File: config.mk
export PLATFORM = sky130hd
export DESIGN_NAME = operand_fetch
export DESIGN_NICKNAME = d
export VERILOG_FILES = /design/src/rtl/napalm_pkg.sv /design/src/rtl/fwd_select.sv /design/src/rtl/operand_fetch.sv
export SDC_FILE = /design/constraint.sdc
export NUM_CORES = 1
export LEC_CHECK = 0
export ABC_AREA = 1
export CAP_MARGIN = 10
export CORE_ASPECT_RATIO = 0.7
export CORE_MARGIN = 2
export CORE_UTILIZATION = 44
export DETAILED_ROUTE_END_ITERATION = 12
export PLACE_DENSITY = 0.87
export SKIP_CTS_REPAIR_TIMING = 1
export SLEW_MARGIN = 20
export SYNTH_ARGS = -nofsm -noshare
export SYNTH_HDL_FRONTEND = slang
export SYNTH_HIERARCHICAL = 1
export SYNTH_SLANG_ARGS = --single-unit
File: constraint.sdc
create_clock -name clk -period 5.7 [get_ports clk]
set_input_delay 1.71 -clock clk [delete_from_list [all_inputs] [get_ports clk]]
set_output_delay 1.71 -clock clk [all_outputs]
set_load 0.02 [all_outputs]
File: src/rtl/napalm_pkg.sv
// Shared widths and the ID/EX operand bundle for the napalm pipeline.
package napalm_pkg;

    localparam int DATA_W = 32;
    localparam int REG_W  = 5;

    localparam logic [REG_W-1:0] ZERO_REG = 5'd0;

    typedef struct packed {
        logic [31:0]       pc;
        logic [DATA_W-1:0] a;
        logic [DATA_W-1:0] b;
        logic [REG_W-1:0]  rs;
        logic [REG_W-1:0]  rt;
    } idex_op_t;

endpackage

File: src/rtl/fwd_select.sv
// Per-source operand select and hazard detect against EX/MEM producers.
// OPERAND_FORWARD_EN enables EX/MEM bypass; otherwise any match stalls.
module fwd_select
    import napalm_pkg::*;
(
    input  logic              use_i,
    input  logic [REG_W-1:0]  rs_i,
    input  logic [DATA_W-1:0] rd_i,
    input  logic              ex_we_i,
    input  logic              ex_is_load_i,
    input  logic [REG_W-1:0]  ex_wa_i,
    input  logic [DATA_W-1:0] ex_wd_i,
    input  logic              mem_we_i,
    input  logic [REG_W-1:0]  mem_wa_i,
    input  logic [DATA_W-1:0] mem_wd_i,
    output logic [DATA_W-1:0] data_o,
    output logic              haz_o
);

    logic live;
    logic ex_hit;
    logic mem_hit;

    assign live    = use_i && (rs_i != ZERO_REG);
    assign ex_hit  = live && ex_we_i && (ex_wa_i == rs_i);
    assign mem_hit = live && mem_we_i && (mem_wa_i == rs_i);

`ifdef OPERAND_FORWARD_EN
    // A load in EX has no data yet; it forwards from MEM a cycle later.
    assign haz_o = ex_hit && ex_is_load_i;

    always_comb begin
        data_o = rd_i;
        unique case (1'b1)
            ex_hit && !ex_is_load_i: data_o = ex_wd_i;
            mem_hit:                 data_o = mem_wd_i;
            default:                 data_o = rd_i;
        endcase
    end
`else
    logic unused_ok;

    assign unused_ok = ^{ex_wd_i, mem_wd_i, ex_is_load_i};
    assign haz_o     = ex_hit || mem_hit;
    assign data_o    = rd_i;
`endif

endmodule

File: src/rtl/operand_fetch.sv
// ID-stage operand fetch: register-file read, forwarding, load-use stall.
// Build option OPERAND_FORWARD_EN selects EX/MEM forwarding.
module operand_fetch
    import napalm_pkg::*;
#(
    parameter int DATA_W = napalm_pkg::DATA_W,
    parameter int REG_W  = napalm_pkg::REG_W
) (
    input  logic              clk,
    input  logic              rst,
    input  logic              in_valid,
    output logic              in_ready,
    input  logic [31:0]       in_pc,
    input  logic [REG_W-1:0]  in_rs,
    input  logic [REG_W-1:0]  in_rt,
    input  logic              in_use_rs,
    input  logic              in_use_rt,
    output logic [REG_W-1:0]  ra1,
    output logic [REG_W-1:0]  ra2,
    input  logic [DATA_W-1:0] rd1,
    input  logic [DATA_W-1:0] rd2,
    input  logic              ex_we,
    input  logic              ex_is_load,
    input  logic [REG_W-1:0]  ex_wa,
    input  logic [DATA_W-1:0] ex_wd,
    input  logic              mem_we,
    input  logic [REG_W-1:0]  mem_wa,
    input  logic [DATA_W-1:0] mem_wd,
    input  logic              flush,
    output logic              out_valid,
    input  logic              out_ready,
    output logic [31:0]       out_pc,
    output logic [DATA_W-1:0] out_a,
    output logic [DATA_W-1:0] out_b,
    output logic [REG_W-1:0]  out_rs,
    output logic [REG_W-1:0]  out_rt,
    output logic [31:0]       stall_cnt
);

    logic [DATA_W-1:0] a_sel;
    logic [DATA_W-1:0] b_sel;
    logic              haz_a;
    logic              haz_b;
    logic              haz;
    logic              accept;

    idex_op_t    idex_q, idex_d;
    logic        valid_q, valid_d;
    logic [31:0] cnt_q, cnt_d;

    assign ra1 = in_rs;
    assign ra2 = in_rt;

    fwd_select u_fwd_rs (
        .use_i        (in_use_rs),
        .rs_i         (in_rs),
        .rd_i         (rd1),
        .ex_we_i      (ex_we),
        .ex_is_load_i (ex_is_load),
        .ex_wa_i      (ex_wa),
        .ex_wd_i      (ex_wd),
        .mem_we_i     (mem_we),
        .mem_wa_i     (mem_wa),
        .mem_wd_i     (mem_wd),
        .data_o       (a_sel),
        .haz_o        (haz_a)
    );

    fwd_select u_fwd_rt (
        .use_i        (in_use_rt),
        .rs_i         (in_rt),
        .rd_i         (rd2),
        .ex_we_i      (ex_we),
        .ex_is_load_i (ex_is_load),
        .ex_wa_i      (ex_wa),
        .ex_wd_i      (ex_wd),
        .mem_we_i     (mem_we),
        .mem_wa_i     (mem_wa),
        .mem_wd_i     (mem_wd),
        .data_o       (b_sel),
        .haz_o        (haz_b)
    );

    assign haz      = haz_a || haz_b;
    assign in_ready = !haz && !flush && (!valid_q || out_ready);
    assign accept   = in_valid && in_ready;

    always_comb begin
        idex_d  = idex_q;
        valid_d = valid_q;
        cnt_d   = cnt_q;
        if (flush) begin
            valid_d = 1'b0;
        end else if (accept) begin
            valid_d   = 1'b1;
            idex_d.pc = in_pc;
            idex_d.a  = a_sel;
            idex_d.b  = b_sel;
            idex_d.rs = in_rs;
            idex_d.rt = in_rt;
        end else if (out_ready) begin
            valid_d = 1'b0;
        end
        if (in_valid && haz && !flush && (cnt_q != '1)) begin
            cnt_d = cnt_q + 32'd1;
        end
    end

    always_ff @(posedge clk) begin
        if (rst) begin
            idex_q  <= '0;
            valid_q <= 1'b0;
            cnt_q   <= '0;
        end else begin
            idex_q  <= idex_d;
            valid_q <= valid_d;
            cnt_q   <= cnt_d;
        end
    end

    assign out_valid = valid_q;
    assign out_pc    = idex_q.pc;
    assign out_a     = idex_q.a;
    assign out_b     = idex_q.b;
    assign out_rs    = idex_q.rs;
    assign out_rt    = idex_q.rt;
    assign stall_cnt = cnt_q;

endmodule

Word level (Yosys, flattened, before mapping)
Index checks and enable logic that the tools add are counted.
{ "op_classes": {"n_addsub": 1, "n_eq_ne": 5, "mux": 2, "n_bitwise": 1, "reduce_logical": 28} }
{ "ops": {"columns": ["op", "n"], "rows": [
  ["$add A32 B1 Y32 const B", 1],
  ["$ne A32 B32 Y1 const B", 1],
  ["$eq A5 B5 Y1", 4],
  ["$logic_and A1 B1 Y1", 16],
  ["$reduce_bool A5 Y1", 2],
  ["$logic_or A1 B1 Y1", 4],
  ["$logic_not A1 Y1", 3],
  ["$mux W1", 2],
  ["$reduce_and A2 Y1", 1],
  ["$reduce_bool A2 Y1", 1],
  ["$reduce_or A2 Y1", 1],
  ["$not A1 Y1", 1]
]} }
{ "word_totals": {"ff_bits": 139, "out_inout_bits": 150, "elab_cells": 44} }

Logic depth before layout (Yosys ltp)
{ "logic_depth": {"depth_word": 11, "depth_mapped": 17} }

Modules after synthesis
Netlist, hierarchy kept.
{ "modules_own_cells": {"columns": ["mod", "n_inst", "cells_per_inst", "area_per_inst_um2", "seq_area_each_um2"], "rows": [
  ["operand_fetch", 1, 810, 5789.3, 2782.7],
  ["fwd_select", 2, 88, 462.9, 0.0]
]} }

Worst setup path before layout
Ideal clock, no wire load.
{ "synth_timing": {"kind": "input to output", "startpoint": "in in_rt[0]", "endpoint": "out in_ready", "t_arrival_ns": 2.627, "required_ns": 3.990, "setup_slack_ns": 1.363, "path_stages": 11, "n_path_buf": 0, "cell_sequence": "inv_1 > nand2_1 > nand2_1 > nor2_1 > nand2_1 > nor2_1 > nand2_1 > nand2_1 > nor2_4 > nand2_2 > nor2_1"} }
{ "synth_via": {"elab_chain_len": 9} }
{ "synth_rtl": {"columns": ["element", "line", "text"], "rows": [
  ["start: declaration", "operand_fetch.sv:15", "input logic [REG_W-1:0] in_rt,"],
  ["$reduce_bool A5 Y1", "fwd_select.sv:24", "assign live = use_i && (rs_i != ZERO_REG);"],
  ["$logic_and A1 B1 Y1", "fwd_select.sv:24", null],
  ["$logic_and A1 B1 Y1, on equally long branches (2 in series)", "fwd_select.sv:25, fwd_select.sv:26", null],
  ["$logic_or A1 B1 Y1 *", "fwd_select.sv:44", "assign haz_o = ex_hit || mem_hit;"],
  ["net haz_b", "operand_fetch.sv:43", "logic haz_b;"],
  ["$logic_or A1 B1 Y1 *", "operand_fetch.sv:84", "assign haz = haz_a || haz_b;"],
  ["$logic_not A1 Y1 *", "operand_fetch.sv:85", "assign in_ready = !haz && !flush && (!valid_q || out_ready);"],
  ["$logic_and A1 B1 Y1 * (2 in series)", "operand_fetch.sv:85", null],
  ["end: declaration", "operand_fetch.sv:12", "output logic in_ready,"]
]} }
The timed path passes the listed nets; every way through them passes the cells marked *.

Final worst setup path
{ "layout_timing": {"startpoint": "in in_rs[4]", "endpoint": "out in_ready"} }
{ "layout_via": {"elab_chain_len": 9} }
{ "layout_rtl": {"columns": ["element", "line", "text"], "rows": [
  ["start: declaration", "operand_fetch.sv:14", "input logic [REG_W-1:0] in_rs,"],
  ["$reduce_bool A5 Y1", "fwd_select.sv:24", null],
  ["$logic_and A1 B1 Y1", "fwd_select.sv:24", null],
  ["$logic_and A1 B1 Y1, on equally long branches (2 in series)", "fwd_select.sv:25, fwd_select.sv:26", null],
  ["$logic_or A1 B1 Y1 *", "fwd_select.sv:44", null],
  ["net haz_a", "operand_fetch.sv:42", "logic haz_a;"],
  ["$logic_or A1 B1 Y1 *", "operand_fetch.sv:84", null],
  ["$logic_not A1 Y1 *", "operand_fetch.sv:85", null],
  ["$logic_and A1 B1 Y1 * (2 in series)", "operand_fetch.sv:85", null]
]} }
Marks and branches as above.

==> qor.csv <==
stage,metric,value,unit
finish,fin_util,64.66,%
power_and_ir_drop,internal_power,1.859,mW
power_and_ir_drop,pwr-share-clk,42.4,%
timing,post-route-period-util,97.50,%
place,placed_area,8995,um2
cts,cts_buffers,17,
detailed_routing,vias,6742,
synthesis,yosysWarnings,6,
critical_path,path_class,primary input to output pin,
critical_path,ff2ff_setup_slack,3.81,ns
timing,fin_tns_setup,0,ns
detailed_routing,top_layer_used,met4,
timing,grt_setup_unrepaired,no,
detailed_routing,via_per_inst,4.889,
power_and_ir_drop,power.switching,0.7180,mW
place,numPortBuffers,274,
timing,slew_headroom,36.72,%
synthesis,ys_ff_latch,139,
power_and_ir_drop,ir_worst_vdd,0.0001814,V
synthesis,ys_types,26,
detailed_routing,wl_met3,1.749,mm
finish,fillCellCount,1285,
run,drv_cap,0,
cts,htreeDepth,4,
floorplan,die_w,151.7,um
timing,hold_viol,0,
global_routing,grt_overflow,0,
critical_path,worst_setup_path_end_kind,output pin,
floorplan,coreArea,14810,um2
place,dp_hpwl,14.57,mm
hold_path,min_from,out_pc[5],
floorplan,start_util,45.33,%
critical_path,cpMaxStageDelayCell,clkdlybuf4s50_1,
global_routing,grt_pass1_wl,31.31,mm
critical_path,endpoint,in_ready,
finish,fin_nets,1361,
detailed_routing,wl,20.17,mm
global_routing,grt_usage,24.43,%
cts,cts.path.max_buffers,2,
cts,cts_root_buffer,clkbuf_16,
critical_path,startpoint_type,primary input,
critical_path,crit_start,in_rs[4],
power_and_ir_drop,sw_frac_of_total,27.87,%
power_and_ir_drop,comb_power_share,16.7,%
global_routing,grt_max_degree,107,
synthesis,avgSynthCellArea,6.811,um2
synthesis,syn-num-nets,1177,
critical_path,cp_data_arrival_time,3.85,ns
run_status,status,"finished, final reports clean",
cts,cts.sinks,139,
critical_path,critPathMaxFanout,5,
cts,cts_tree,yes,
detailed_routing,drt-initial-drc-count,490,
finish,design_area,9579,um2
floorplan,ios,340,
floorplan,rows,37,
place,routabilityCongestion,0.8777,
hold_path,hp-class,flop to flop,
detailed_routing,wl_met2,9.650,mm
floorplan,die_y,107.4,um
finish,synthToLayoutAreaGrowth,42.65,%
detailed_routing,drc_errors,0,
cts,path_clk_slew,0.07,ns
critical_path,reg2reg_from,out_valid,
synthesis,synth.yosys.seq_area_share,41.44,%
global_routing,grt_pass1_vias,6300,
timing,finalSetupViolCount,0,
critical_path,timing.rr.end,out_b[24],
power_and_ir_drop,seqPwrFrac,40.9,%
detailed_routing,wl_met1,8.252,mm
synthesis,synth_cells,986,
global_routing,antenna_found_initial,1,
timing,slew_violations,0,
critical_path,crit_chain,clkdlybuf4s50_1 > nor2_1 > nand4_1 > nand2_1 > nor2_1 > nand2_1 > nand2_1 > nor2_4 > nand2_2 > nor2_1 > clkdlybuf4s50_1,
timing,tightest_slew,0.9492,ns
floorplan,dieArea,16280,um2
critical_path,critPathMaxStageDelay,0.63,ns
timing,finClkSkew,0.01165,ns
power_and_ir_drop,p_leak,3.948,nW
finish,drive_above_1_share,5.748,%
detailed_routing,avgRoutedWirePerCell,14.63,um
timing,period_minus_slack,5.558,ns
timing,fmax,179.9,MHz
synthesis,synth_area,6715,um2
power_and_ir_drop,p_per_area,269.0,nW/um2
cts,clock_latency,0.41,ns
critical_path,cp.required,3.99,ns
detailed_routing,ant_nets,0,
critical_path,ff2ff_path_depth,7,
detailed_routing,drtPass1Iterations,5,
[placed cells by master (no fill, tap or decap), types with 7 or more instances in the layout]
| cell | n |
|---|---|
| nand2_1 | 149 |
| a21oi_1 | 17 |
| nand3_1 | 23 |
| dfxtp_1 | 139 |
| o21ai_0 | 103 |
| nor2_4 | 9 |
| nand2_2 | 11 |
| a31oi_1 | 7 |
| clkbuf_16 | 17 |
| inv_1 | 55 |
| nand4_1 | 13 |
| nor3_1 | 8 |
| nor2_1 | 312 |
| clkdlybuf4s50_1 | 274 |
[how the worst min path moves through the flow]
stage                    end  depth (start not counted)
2_1_floorplan  stall_cnt[14]                          2
3_3_place_gp       out_pc[6]                          2
3_5_place_dp       out_pc[7]                          2
4_1_cts            out_pc[5]                          2
5_1_grt            out_pc[7]                          2
6_report           out_pc[5]                          2
[Yosys cell counts]
master,instances,area [um2]
a211oi_1,1,7.510
a21oi_1,17,85.08
a31oi_1,7,43.79
buf_2,7,35.03
buf_4,77,578.1
buf_6,5,56.30
clkbuf_1,26,97.59
dfxtp_1,139,2783
ha_1,1,12.51
inv_1,56,210.2
inv_2,5,18.77
nand2_1,149,559.3
nand2_2,11,68.82
nand2_4,1,11.26
nand3_1,23,115.1
nand3_4,1,17.52
nand3b_1,1,7.510
nand4_1,13,81.33
nand4_2,1,12.51
nor2_1,312,1171
nor2_2,2,12.51
nor2_4,9,101.4
nor3_1,8,40.04
o21ai_0,103,515.5
o21ai_1,6,30.03
xor2_1,5,43.79
[state kept, by name (all words and copies together) (netlist names)]
name and count:
out_rt 5, out_a 32, stall_cnt 32, out_valid 1, out_rs 5, out_b 32
out_pc 32
[power by group through the flow]
| stage | clock network, mW | registers [mW] | logic [mW] |
|---|---|---|---|
| 2_1_floorplan | 0 | 1.14 | 0.155 |
| 3_3_place_gp | 0 | 1.07 | 0.427 |
| 3_5_place_dp | 0 | 1.07 | 0.432 |
| 4_1_cts | 1.11 | 1.05 | 0.435 |
| 5_1_grt | 1.15 | 1.06 | 0.465 |
| 6_report | 1.09 | 1.05 | 0.431 |
[final cells by class]
type	instances	area (um2)	area share, %
multi-input combinational	671	2937	30.66
timing repair buffer	280	2800	29.23
sequential	139	2783	29.05
clock buffer	18	429.2	4.480
tap	195	244.0	2.547
inverter	61	231.5	2.416
clock inverter	14	152.6	1.594
antenna	1	2.502	0.02612
[through the flow]
step	total power, mW	cells	setup slack [ns]	hold slack (ns)
4_1_cts	2.599	1378	0.1334	0.5115
5_1_grt	2.678	1379	0.03516	0.5326
3_5_place_dp	1.506	1346	0.1555	0.4912
2_1_floorplan	1.296	986	1.363	0.5776
6_report	2.577	1379	0.1424	0.5062
3_3_place_gp	1.499	1346	0.1661	0.4775
[cell families after synthesis]
logic type	synth area share, %
AO/OA/AOI/OAI	10.15
AND/OR/NAND/NOR	32.74
XOR/XNOR	0.6521
flip-flops	41.44
buffers and inverters	14.83
adder cells (fa/ha/maj)	0.1863
[metal layers]
layer | global-route usage [%] | up-vias
li1 | - | 3401
met1 | 29.25 | 3055
met2 | 40.80 | 255
met3 | 8.220 | 31
met4 | 8.862 | 0
met5 | 0 | -
[worst max-delay path: cells and delay by family]
family / cells / cell delay, ns
buf+inv: 2 / 1.21
simple gates: 9 / 0.94
(Power assumes the default switching activity.)
